--- config.mk ---
export PLATFORM = sky130hd
export DESIGN_NAME = prediction_history_ctrl
export DESIGN_NICKNAME = d
export VERILOG_FILES = /design/src/rtl/prediction_history_ctrl.sv
export SDC_FILE = /design/constraint.sdc
export NUM_CORES = 1
export LEC_CHECK = 0
export ABC_AREA = 1
export CORE_ASPECT_RATIO = 1.25
export CORE_MARGIN = 3
export CORE_UTILIZATION = 55
export DETAILED_ROUTE_END_ITERATION = 8
export GPL_TIMING_DRIVEN = 1
export PLACE_DENSITY_LB_ADDON = 0.3
export SKIP_LAST_GASP = 1
export SYNTH_ARGS = -nofsm -noshare
export SYNTH_HDL_FRONTEND = slang
export SYNTH_SLANG_ARGS = --single-unit
--- constraint.sdc ---
create_clock -name clk -period 9.6 [get_ports clk]
set_input_delay 1.92 -clock clk [delete_from_list [all_inputs] [get_ports clk]]
set_output_delay 1.92 -clock clk [all_outputs]
set_load 0.03 [all_outputs]
--- src/rtl/prediction_history_ctrl.sv ---
// Prediction history buffer feeding the two-digit display: newest result on the right,
// the one before it on the left, with debounced buttons to scroll back through history.
module prediction_history_ctrl #(
    parameter int unsigned DEPTH           = 8,
    parameter int unsigned DEBOUNCE_CYCLES = 1000000,
    parameter logic [3:0]  BLANK_CODE      = 4'hF
) (
    input  logic                     clk,
    input  logic                     rst,
    input  logic                     pred_valid,
    input  logic [3:0]               pred_class,
    input  logic                     btn_prev,
    input  logic                     btn_next,
    input  logic                     clear,
    output logic [3:0]               digit_left,
    output logic [3:0]               digit_right,
    output logic [$clog2(DEPTH):0]   history_count,
    output logic [$clog2(DEPTH)-1:0] view_offset,
    output logic                     at_live
);

    localparam int unsigned PW = $clog2(DEPTH);
    localparam int unsigned CW = PW + 1;
    localparam int unsigned DW = $clog2(DEBOUNCE_CYCLES);

    localparam logic [PW-1:0] PtrOne   = PW'(1);
    localparam logic [CW-1:0] CntOne   = CW'(1);
    localparam logic [CW-1:0] CountMax = CW'(DEPTH);
    localparam logic [DW-1:0] DbOne    = DW'(1);
    localparam logic [DW-1:0] DbMax    = DW'(DEBOUNCE_CYCLES - 1);

    // Button path; index 0 = prev, index 1 = next
    logic [1:0]    btn_raw;
    logic [1:0]    sync1_q, sync2_q;
    logic [1:0]    level_q, level_d;
    logic [1:0]    press_q, press_d;
    logic [DW-1:0] db_cnt_q [2];
    logic [DW-1:0] db_cnt_d [2];

    assign btn_raw = {btn_next, btn_prev};

    always_comb begin
        for (int i = 0; i < 2; i++) begin
            level_d[i]  = level_q[i];
            db_cnt_d[i] = db_cnt_q[i];
            press_d[i]  = 1'b0;
            if (sync2_q[i] == level_q[i]) begin
                db_cnt_d[i] = '0;
            end else if (db_cnt_q[i] == DbMax) begin
                level_d[i]  = sync2_q[i];
                db_cnt_d[i] = '0;
                press_d[i]  = sync2_q[i];
            end else begin
                db_cnt_d[i] = db_cnt_q[i] + DbOne;
            end
        end
    end

    always_ff @(posedge clk) begin
        if (rst) begin
            sync1_q <= '0;
            sync2_q <= '0;
            level_q <= '0;
            press_q <= '0;
            for (int i = 0; i < 2; i++) begin
                db_cnt_q[i] <= '0;
            end
        end else begin
            sync1_q <= btn_raw;
            sync2_q <= sync1_q;
            level_q <= level_d;
            press_q <= press_d;
            for (int i = 0; i < 2; i++) begin
                db_cnt_q[i] <= db_cnt_d[i];
            end
        end
    end

    // History buffer and view state
    logic [3:0]    mem_q [DEPTH];
    logic [PW-1:0] wr_ptr_q, wr_ptr_d;
    logic [CW-1:0] count_q, count_d;
    logic [PW-1:0] view_q, view_d;
    logic [3:0]    digit_left_q, digit_left_d;
    logic [3:0]    digit_right_q, digit_right_d;
    logic          at_live_q, at_live_d;
    logic          wr_en;
    logic          prev_pulse, next_pulse;
    logic [CW-1:0] age_r, age_l;
    logic [PW-1:0] idx_r, idx_l;

    assign wr_en      = pred_valid & ~clear;
    assign prev_pulse = press_q[0] & ~press_q[1];
    assign next_pulse = press_q[1] & ~press_q[0];

    always_comb begin
        wr_ptr_d = wr_ptr_q;
        count_d  = count_q;
        view_d   = view_q;
        if (clear) begin
            wr_ptr_d = '0;
            count_d  = '0;
            view_d   = '0;
        end else if (pred_valid) begin
            wr_ptr_d = wr_ptr_q + PtrOne;
            count_d  = (count_q == CountMax) ? count_q : count_q + CntOne;
            view_d   = '0;
        end else if (prev_pulse) begin
            if (({1'b0, view_q} + CntOne) < count_q) begin
                view_d = view_q + PtrOne;
            end
        end else if (next_pulse) begin
            if (view_q != '0) begin
                view_d = view_q - PtrOne;
            end
        end
    end

    // Outputs are built from post-update state; the slot written this cycle is bypassed
    always_comb begin
        age_r = {1'b0, view_d};
        age_l = age_r + CntOne;
        idx_r = wr_ptr_d - PtrOne - age_r[PW-1:0];
        idx_l = wr_ptr_d - PtrOne - age_l[PW-1:0];

        digit_right_d = BLANK_CODE;
        if (age_r < count_d) begin
            digit_right_d = (wr_en && idx_r == wr_ptr_q) ? pred_class : mem_q[idx_r];
        end
        digit_left_d = BLANK_CODE;
        if (age_l < count_d) begin
            digit_left_d = (wr_en && idx_l == wr_ptr_q) ? pred_class : mem_q[idx_l];
        end
        at_live_d = (view_d == '0);
    end

    always_ff @(posedge clk) begin
        if (rst) begin
            wr_ptr_q      <= '0;
            count_q       <= '0;
            view_q        <= '0;
            digit_left_q  <= BLANK_CODE;
            digit_right_q <= BLANK_CODE;
            at_live_q     <= 1'b1;
        end else begin
            wr_ptr_q      <= wr_ptr_d;
            count_q       <= count_d;
            view_q        <= view_d;
            digit_left_q  <= digit_left_d;
            digit_right_q <= digit_right_d;
            at_live_q     <= at_live_d;
        end
    end

    // Contents need no reset: unwritten slots are masked by count_q
    always_ff @(posedge clk) begin
        if (!rst && wr_en) begin
            mem_q[wr_ptr_q] <= pred_class;
        end
    end

    assign digit_left    = digit_left_q;
    assign digit_right   = digit_right_q;
    assign history_count = count_q;
    assign view_offset   = view_q;
    assign at_live       = at_live_q;

endmodule

Word-level counts from Yosys, hierarchy flattened
Memories as Yosys holds them, arrays and structs flattened. A register that Yosys moved wholly into a read port is not among the register bits.
Cells that the tools add are included.
{"block": "op_classes", "order_cmp": 3, "n_addsub": 11, "bitwise_logic": 14, "n_reduce_logical": 10, "n_mux": 22, "eq_ne": 5}
{"cell": "$mux W20", "count": 6}
{"cell": "$add A20 B1 Y20 const B", "count": 2}
{"cell": "$eq A20 B20 Y1 const B", "count": 2}
{"cell": "$mux W3", "count": 8}
{"cell": "$mux W4", "count": 3}
{"cell": "$not A1 Y1", "count": 9}
{"cell": "$add A3 B1 Y4 const B", "count": 2}
{"cell": "$lt A4 B4 Y1", "count": 2}
{"cell": "$add A3 B1 Y3 const B", "count": 2}
{"cell": "$reduce_or A3 Y1", "count": 2}
{"cell": "$sub A3 B1 Y3 const B", "count": 2}
{"cell": "$sub A3 B3 Y3", "count": 2}
{"cell": "$mux W1", "count": 5}
{"cell": "$add A4 B1 Y4 const B", "count": 1}
{"cell": "$eq A4 B4 Y1 const B", "count": 1}
{"cell": "$lt A3 B4 Y1", "count": 1}
{"cell": "$reduce_and A2 Y1", "count": 2}
{"cell": "$reduce_or A2 Y1", "count": 2}
{"cell": "$and A1 B1 Y1", "count": 3}
{"cell": "$logic_not A3 Y1", "count": 1}
{"cell": "$reduce_bool A3 Y1", "count": 1}
{"cell": "$eq A1 B1 Y1", "count": 2}
{"cell": "$or A1 B1 Y1", "count": 2}
{"cell": "$logic_and A1 B1 Y1", "count": 1}
{"cell": "$logic_not A1 Y1", "count": 1}
{"block": "word_totals", "elab_cells": 77, "memories": 2, "register_bits": 19, "ramBits": 72, "input_bits": 10, "output_inout_bits": 16}
{"memory": "db_cnt_q", "depth": 2, "width": 20, "read_ports": 2, "rd_ports_with_merged_regs": 0, "write_ports": 2, "line_no": "37", "rtl": "logic [DW-1:0] db_cnt_q [2];"}
{"memory": "mem_q", "depth": 8, "width": 4, "read_ports": 2, "rd_ports_with_merged_regs": 2, "write_ports": 1, "line_no": "80", "rtl": "logic [3:0] mem_q [DEPTH];"}

Longest topological paths before layout
Gate-level depths: netlist of run 1.
{"block": "depth", "depth_word": 10, "ltp_mapped": 22, "depth_no_buf": 21}

Worst setup path before layout of run 1
No wires, ideal clock.
{"block": "synth_path", "path_type": "in2reg", "start": "input pred_valid", "end": "register digit_right_q[0], in the netlist digit_right[0], read port of mem_q", "setup_time_ns": 0.132, "slack_ns": 5.307, "required_time_ns": 9.468, "arrival_time_ns": 4.161, "n_path_buf": 1, "stages": 12, "cell_sequence": "buf_4 > nand2_1 > inv_1 > nor3_1 > inv_1 > ha_1 > fa_1 > xnor2_1 > nor3_1 > nand3_2 > nand2_1 > nand3_1"}
{"block": "synth_between", "word_cells_on_any_way": 11, "classes_between": "add/sub (2); order compare (1); mux (6); bitwise (1); reduce/logical (1)"}
{"element": "start: declaration", "line_no": "10", "rtl": "input logic pred_valid,"}
{"element": "$mux W3", "line_no": "104", "rtl": "end else if (pred_valid) begin"}
{"element": "$mux W3", "line_no": "100", "rtl": "if (clear) begin"}
{"element": "via wr_ptr_d[0]", "line_no": "81", "rtl": "logic [PW-1:0] wr_ptr_q, wr_ptr_d;"}
{"element": "$sub A3 B1 Y3", "line_no": "123", "rtl": "idx_r = wr_ptr_d - PtrOne - age_r[PW-1:0];"}
{"element": "$sub A3 B3 Y3", "line_no": "123"}
{"element": "end: declaration", "line_no": "85", "rtl": "logic [3:0] digit_right_q, digit_right_d;"}
The timed path passes the listed nets, and every way through them passes these cells.
A chain may end at the register's enable or synchronous reset.

Final worst setup path of run 1
{"block": "layout_path", "start": "input pred_valid", "end": "register digit_right_q[0], in the netlist digit_right[0], read port of mem_q"}
{"block": "layout_between", "elab_chain_cells": 5, "word_cells_on_any_way": 11, "classes_between": "add/sub (2); order compare (1); mux (6); bitwise (1); reduce/logical (1)"}
{"element": "branches (longest 5 deep; another with $sub A3 B1 Y3)"}
Parallel ways; which one is timed is not known.

==> results of run 1 <==
[critical path, cell delays in order]
cell,delay [ns]
sky130_fd_sc_hd__clkdlybuf4s50_1,0.59
sky130_fd_sc_hd__nor2_4,0.24
sky130_fd_sc_hd__nand3_2,0.18
sky130_fd_sc_hd__ha_1,0.96
sky130_fd_sc_hd__inv_1,0.66
sky130_fd_sc_hd__o21ai_0,0.36
sky130_fd_sc_hd__o22ai_1,0.10
sky130_fd_sc_hd__nand2_1,0.07
sky130_fd_sc_hd__o21ai_0,0.07
sky130_fd_sc_hd__nand2_1,0.07
sky130_fd_sc_hd__nand3_1,0.06
[power by group]
| part | internal (uW) | switching [uW] | total [uW] |
|---|---|---|---|
| Sequential | 435 | 2.09 | 437 |
| Combinational | 27.0 | 47.3 | 74.3 |
| Clock | 118 | 136 | 254 |
[per-layer routing]
layer	vias to the layer above	wire, um
met2	114	5340
li1	2121	-
met3	19	552
met1	1962	4620
met4	0	227
met5	-	0
[per-stage QoR]
step	setup slack (ns)	utilization [%]	std cells
final	4.57	63.5	774
after global routing	4.23	63.5	774
after CTS	4.65	63.5	774
after detailed placement	4.24	61.4	758
after global placement	4.40	61.4	758
after floorplan	5.31	-	629
[path summary, 6_finish.rpt]
path                          endpoint  slack, ns  cells after the start
max          digit_right[0]$_SDFF_PP1_       4.57                     11
min              sync2_q[1]$_SDFF_PP0_       0.40                      2
max reg2reg  digit_right[0]$_SDFF_PP1_       5.44                     15
min reg2reg      sync2_q[1]$_SDFF_PP0_       0.40                      2
[cells in the final DEF, fill, tap and decap left out, drive strengths merged, types with 9 or more instances in the layout]
cell type	synthesis	layout
a21oi	31	31
inv	80	80
nand3	45	45
nor3	21	21
dfxtp	67	67
nor2	92	92
nand4	9	9
o21ai	33	33
edfxtp	32	32
clkbuf	13	15
nand2	120	120
ha	21	21
clkdlybuf4s50	0	25
xor2	10	10
[cells in the mapped netlist, types with 6 or more instances]
cell                         n
sky130_fd_sc_hd__o22ai_1     8
sky130_fd_sc_hd__nor2_1     85
sky130_fd_sc_hd__nand2_1   110
sky130_fd_sc_hd__a32o_1      8
sky130_fd_sc_hd__nand3_1    36
sky130_fd_sc_hd__inv_1      80
sky130_fd_sc_hd__xnor2_1     7
sky130_fd_sc_hd__nor4_1      7
sky130_fd_sc_hd__edfxtp_1   32
sky130_fd_sc_hd__dfxtp_1    67
sky130_fd_sc_hd__ha_1       21
sky130_fd_sc_hd__clkbuf_1   13
sky130_fd_sc_hd__xor2_1      9
sky130_fd_sc_hd__nand4_1     9
sky130_fd_sc_hd__nor3_1     21
sky130_fd_sc_hd__nand3_2     9
sky130_fd_sc_hd__a21oi_1    30
sky130_fd_sc_hd__o21ai_0    29
sky130_fd_sc_hd__nand2_2     6
[state kept, by name, indices dropped and copies added (netlist names)]
name and flops:
db_cnt_q 40, mem_q 32, digit_left 4, digit_right 4, history_count 4, view_offset 3
wr_ptr_q 3, level_q 2, press_q 2, sync1_q 2, sync2_q 2, at_live 1
[kinds of logic (layout without fill, tap and decap cells)]
logic type / after synthesis / in the layout / share of synthesized area [%]
AND/OR/NAND/NOR: 302 / 302 / 27.5
flip-flops: 99 / 99 / 45.2
buffers and inverters: 97 / 122 / 7.27
AO/OA/AOI/OAI: 91 / 91 / 10.8
adder cells (fa/ha/maj): 23 / 23 / 5.94
XOR/XNOR: 17 / 17 / 3.29
[layout make-up]
| cell class | count | area share, % |
|---|---|---|
| inverters | 81 | 5.41 |
| flip-flops and latches | 99 | 41.0 |
| well taps | 120 | 2.67 |
| clock inverters | 1 | 0.134 |
| clock buffers | 15 | 3.16 |
| repair buffers | 25 | 4.46 |
| multi-input cells | 433 | 43.2 |
==> summary.txt, run 1 <==
Power
  • Overall power: 765 uW
  • Peak supply drop: 0.114 mV
  • Power per Cell Area: 136 nW/um2
  • P_leak: 0.00206 uW

Layout
  • Area growth from synthesis to final layout: 10.2%
  • Count of fill cells added during filler insertion: 777
  • Register cell area after layout: 2300 um2
  • Diodes inserted: 0
  • Share of final-layout standard cells stronger than drive strength 1: 6.88%
  • Nets: 682
  • Area used by multi-input combinational logic: 2420 um2
  • Non-Filler Cell Area, Final: 5620 um2

Global route
  • Leftover overflow at the end of global routing: 0
  • Wire length of the first global-routing pass: 18,200 um
  • Layer with the highest usage after global routing: met2
  • Met1 Track Usage GR: 25.7%
  • Number of global-route vias before repair: 4,075
  • Initial antenna violation count: 0
  • Largest net degree at the start of global routing: 35
  • GRT Util Overall: 21.7%
  • Met3 routing resource usage after global routing: 3.76%
  • Met2 track demand over resource in global routing: 38.5%

STA
  • Timing-limited maximum frequency: 0.199 GHz
  • Fin. Hold Viols: 0
  • Actual transition at the worst max-transition pin: 0.950 ns
  • Setup TNS: 0 ns
  • Portion of the clock cycle consumed by the worst path in the final layout: 52.4%
  • Unrepaired setup endpoints after global routing: false
  • Final setup violation count: 0
  • Max transition margin: 36.7%
  • Post-layout min period: 5.03 ns
  • Final Slew Violations: 0
  • Final-layout worst hold slack: 0.402 ns
  • Worst clock skew: 0.00922 ns

Synth
  • Primary FF master, synth: sky130_fd_sc_hd__dfxtp_1
  • Proportion of netlist area held by the largest area contributor: 26.3%
  • Total standard cell area after synthesis: 5100 um2
  • Async set or reset register ratio after synthesis: 0%
  • Number of register bits inferred by synthesis: 99
  • Cell accounting for the most synthesized area: sky130_fd_sc_hd__dfxtp_1
  • Proportion of synthesized chip area in sequential cells: 45.2%
  • Synth Warn #: 0
  • Unique cell type count in the Yosys netlist: 37
  • Number of flops mapped to enable cells by yosys: 32
  • Average footprint of a synthesized cell: 8.10 um2
  • Synth area leaders: sky130_fd_sc_hd__dfxtp_1 26%, sky130_fd_sc_hd__edfxtp_1 19%, sky130_fd_sc_hd__nand2_1 8.1%, sky130_fd_sc_hd__nor2_1 6.3%, sky130_fd_sc_hd__inv_1 5.9%
  • Synthesized net count: 662
  • Synthesized instance count: 629

Clock network
  • Number of sinks handled by clock tree synthesis: 99
  • Clock-pin transition on the worst setup and hold timing paths: 0.09 ns
  • Maximum clock insertion buffer count: 2
  • Post-CTS repair timing setup buffer count: 0
  • Clock latency of the later-clocked register in the worst-skew pair: 0.37 ns
  • Level count of the clock H-tree: 3
  • Cts-stage hold buffer count: 0
  • CTS tree: done
  • Number of cells upsized or downsized after cts: 0
  • Num CTS Buffers: 9
  • CTS Root Cell: sky130_fd_sc_hd__clkbuf_8

Critical path
  • Critical Setup Path Class: in -> reg
  • Maximum fanout along the worst path: 34
  • Data arrival time of the worst path: 5.28 ns
  • Crit path from: pred_valid
  • Worst endpoint required time: 9.85 ns
  • Sort of element at the end of the critical path: flop
  • Startpoint of the lowest-slack register-to-register path: view_offset[2]$_SDFF_PP0_
  • Setup crit start kind: input pin

Drt
  • Routed Antenna Nets: 0
  • Detailed Route Iter0 Violations: 211
  • Drt pass-1 iters: 6
  • DRC violations left: 0
  • Routed via count divided by cell count: 5.45
  • Total number of vias: 4,216
  • Routed length per placed instance: 13.9 um
  • Post-detailed-routing wire length: 10,700 um

Placed design
  • Post-placement cell area: 5430 um2
  • DPL Wire Length: 8000 um
  • Input/output buffers: 25
  • Final weighted congestion in routability-driven placement: 0.878

Floorplan
  • Area inside the core boundary: 8840 um2
  • Count of standard-cell rows: 38
  • Ports: 26
  • Total Die Area: 10,500 um2
  • Overall die height: 114 um
  • Initial Utilization: 57.6%
  • Die width: 92.1 um

Worst hold path
  • Tightest Hold Check Type: reg -> reg
  • Start point of the worst hold path: sync1_q[1]$_SDFF_PP0_

Job
  • Maximum Capacitance Violations: 0

Outcome
  • Outcome: finished, final reports clean
No activity file was read; power rests on OpenSTA's default activity.
==> inputs of run 2 (changes only) <==
Clock period 9.6 ns to 4.9 ns, I/O delays scaled along.
==> run 2 against run 1 <==
  * Worst hold slack better by 0.0025 ns
  * Critical endpoint is now digit_right[3]$_SDFF_PP1_
  * Clock-buffer cell count is 6 lower
  * Largest power group unchanged
  * Global-route usage is 0.19 points higher
==> summary.txt, run 2 (synthesis results as in run 1) <==
Power
  • Share of power burned in the clock network: 35.1% (+1.9 points)
  • Internal Dissipation: 1150 uW (+98%)
  • Power per Cell Area: 273 nW/um2 (+100%)
  • P_leak: 0.00208 uW (+0.78%)
  • Peak supply drop: 0.208 mV (+83%)
  • Sequential fraction of design power: 55.4% (-1.7 points)
  • Logic gate share of total power: 9.5% (-0.2 points)
  • Sw Ratio: 25.5% (+1.3 points)
  • Switching pwr: 394 uW (+110%)

STA
  • Fin. Hold Viols: 0 (unchanged)
  • Max transition margin: 46.1% (+9.5 points)
  • Minimum setup slack in the final design: 1.02 ns (-3.54 ns)
  • Unrepaired setup endpoints after global routing: false
  • Final-layout worst hold slack: 0.405 ns (+0.00254 ns)
  • Actual transition at the worst max-transition pin: 0.808 ns (-0.143 ns)
  • Portion of the clock cycle consumed by the worst path in the final layout: 79.1%
  • Post-layout min period: 3.88 ns
  • Setup TNS: 0 ns (unchanged)
  • Timing-limited maximum frequency: 0.258 GHz
  • Final setup violation count: 0 (unchanged)
  • Final Slew Violations: 0 (unchanged)
  • Worst clock skew: 0.00846 ns (-0.000760 ns)

Global route
  • Number of global-route vias before repair: 4,116 (+1.0%)
  • Wire length of the first global-routing pass: 18,300 um (+0.72%)
  • Leftover overflow at the end of global routing: 0 (unchanged)
  • GRT Util Overall: 21.9% (+0.19 points)
  • Largest net degree at the start of global routing: 34 (-2.9%)
  • Initial antenna violation count: 0 (unchanged)

Floorplan
  • Initial Utilization: 57.6% (unchanged)
  • Total Die Area: 10,500 um2 (unchanged)
  • Count of standard-cell rows: 38 (unchanged)
  • Ports: 26 (unchanged)
  • Area inside the core boundary: 8840 um2 (unchanged)
  • Die width: 92.1 um (unchanged)
  • Overall die height: 114 um (unchanged)

Layout
  • Share of final-layout standard cells stronger than drive strength 1: 7.77% (+0.89 points)
  • Diodes inserted: 0 (unchanged)
  • Largest registers: db_cnt_q: 40 flops, mem_q: 32 flops
  • Count of fill cells added during filler insertion: 753 (-3.1%)
  • Max reg flops: 40 (unchanged)
  • Commonest cells after routing, fill and taps aside: 110 x sky130_fd_sc_hd__nand2_1, 85 x sky130_fd_sc_hd__nor2_1, 80 x sky130_fd_sc_hd__inv_1
  • Area growth from synthesis to final layout: 10.9%
  • Most flops, register: db_cnt_q
  • Most common cell after layout, fill and taps aside: sky130_fd_sc_hd__nand2_1
  • Nets: 684 (+0.29%)

Critical path
  • Setup crit start kind: input pin
  • Worst endpoint required time: 5.21 ns (-4.64 ns)
  • Critical Setup Path Class: in -> reg
  • CP max-delay cell: sky130_fd_sc_hd__clkdlybuf4s50_1
  • Data arrival time of the worst path: 4.19 ns (-1.09 ns)
  • Worst Reg-to-Reg Cells: 20 (+5)
  • Sort of element at the end of the critical path: flop
  • Maximum fanout along the worst path: 12 (-65%)
  • Buffers plus inverters on the worst setup path: 3 (+1)
  • Delay of the slowest cell on the worst path: 0.68 ns (-0.28 ns)
  • Worst path most repeated cell: sky130_fd_sc_hd__inv_1
  • Cell Chain, Critical Path: clkdlybuf4s50_1, nor2_1, nor3_1, inv_1, ha_1, fa_1, inv_1, a21oi_1, a32o_1, o21ai_0, nand2_1, nand3_1
  • Cell class contributing the biggest share of worst-path delay: buffers and inverters
  • Instance count on the critical path: 12 (+1)

Drt
  • Total number of vias: 4,211 (-0.12%)
  • Routed Antenna Nets: 0 (unchanged)
  • Routed wl met2: 5280 um (-1.2%)
  • Met1 wire length: 4540 um (-1.7%)
  • Routed via count divided by cell count: 5.43 (-0.38%)
  • Metal3 WL: 496 um (-10%)
  • Drt pass-1 iters: 5 (-1)
  • Routed length per placed instance: 13.7 um (-1.0%)
  • Detailed Route Iter0 Violations: 326 (+55%)
  • DRC violations left: 0 (unchanged)
  • Highest metal layer with signal wires: met4
  • Post-detailed-routing wire length: 10,700 um (-0.79%)

Clock network
  • Cts-stage hold buffer count: 0 (unchanged)
  • Post-CTS repair timing setup buffer count: 0 (unchanged)
  • Number of cells upsized or downsized after cts: 0 (unchanged)
  • Num CTS Buffers: 9 (unchanged)
  • Maximum clock insertion buffer count: 2 (unchanged)
  • Clock latency of the later-clocked register in the worst-skew pair: 0.37 ns (about the same)
  • CTS tree: done
  • CTS Root Cell: sky130_fd_sc_hd__clkbuf_8
  • Number of sinks handled by clock tree synthesis: 99 (unchanged)
  • Clock-pin transition on the worst setup and hold timing paths: 0.10 ns (about the same)
  • Level count of the clock H-tree: 3 (unchanged)

Worst hold path
  • Tightest Hold Check Type: reg -> reg
  • Worst hold path stage count: 2 (unchanged)

Placed design
  • Worst Setup Slack post-DPL: 0.678 ns (-3.56 ns)
  • DPL Wire Length: 7990 um (-0.15%)
  • Final weighted congestion in routability-driven placement: 0.957 (+9.0%)
  • Input/output buffers: 25 (unchanged)

Outcome
  • Outcome: finished, final reports clean

Job
  • Maximum Capacitance Violations: 0 (unchanged)
-- run 2: final timing paths --
check	start	end	slack (ns)
min	sync1_q[1]$_SDFF_PP0_	sync2_q[1]$_SDFF_PP0_	0.40
max reg2reg	view_offset[0]$_SDFF_PP0_	digit_left[1]$_SDFF_PP1_	1.24
min reg2reg	sync1_q[1]$_SDFF_PP0_	sync2_q[1]$_SDFF_PP0_	0.40
max	pred_valid	digit_right[3]$_SDFF_PP1_	1.02
-- run 2: layout make-up --
cell class	instances	area, um2	area share [%]
tap	120	150	2.66
timing repair buffer	27	265	4.69
clock inverter	7	83.8	1.48
clock buffer	9	124	2.19
inverter	81	304	5.38
multi-input combinational	433	2420	42.9
sequential	99	2300	40.7
-- run 2: power groups by stage --
stage	registers [uW]	logic (uW)	clock network, uW
after CTS	856	144	559
final	856	146	542
after detailed placement	875	143	0
after global routing	857	164	595
after global placement	875	139	0
after floorplan	880	98.0	0
-- run 2: worst register-to-register path: cells and delay by family, from the launching register on --
kind / cells / cell delay, ns
XOR/XNOR: 2 / 0.70
buffers and inverters: 3 / 0.23
flip-flops: 1 / 0.41
AO/OA/AOI/OAI: 2 / 0.17
adder cells (fa/ha/maj): 4 / 1.41
AND/OR/NAND/NOR: 9 / 0.70
-- run 2: layer usage --
metal / vias up / GRT usage, %
met5: - / 0
met4: 0 / 10.1
met3: 33 / 5.08
met2: 118 / 37.6
met1: 1934 / 25.9
li1: 2126 / -
-- run 2: metrics by stage --
stage | total power [uW] | area [um2] | instances | utilization, %
2_1_floorplan | 978 | 5100 | 629 | -
3_3_place_gp | 1010 | 5450 | 760 | 61.6
3_5_place_dp | 1020 | 5450 | 760 | 61.6
4_1_cts | 1560 | 5650 | 776 | 63.9
5_1_grt | 1620 | 5650 | 776 | 63.9
6_report | 1540 | 5650 | 776 | 63.9
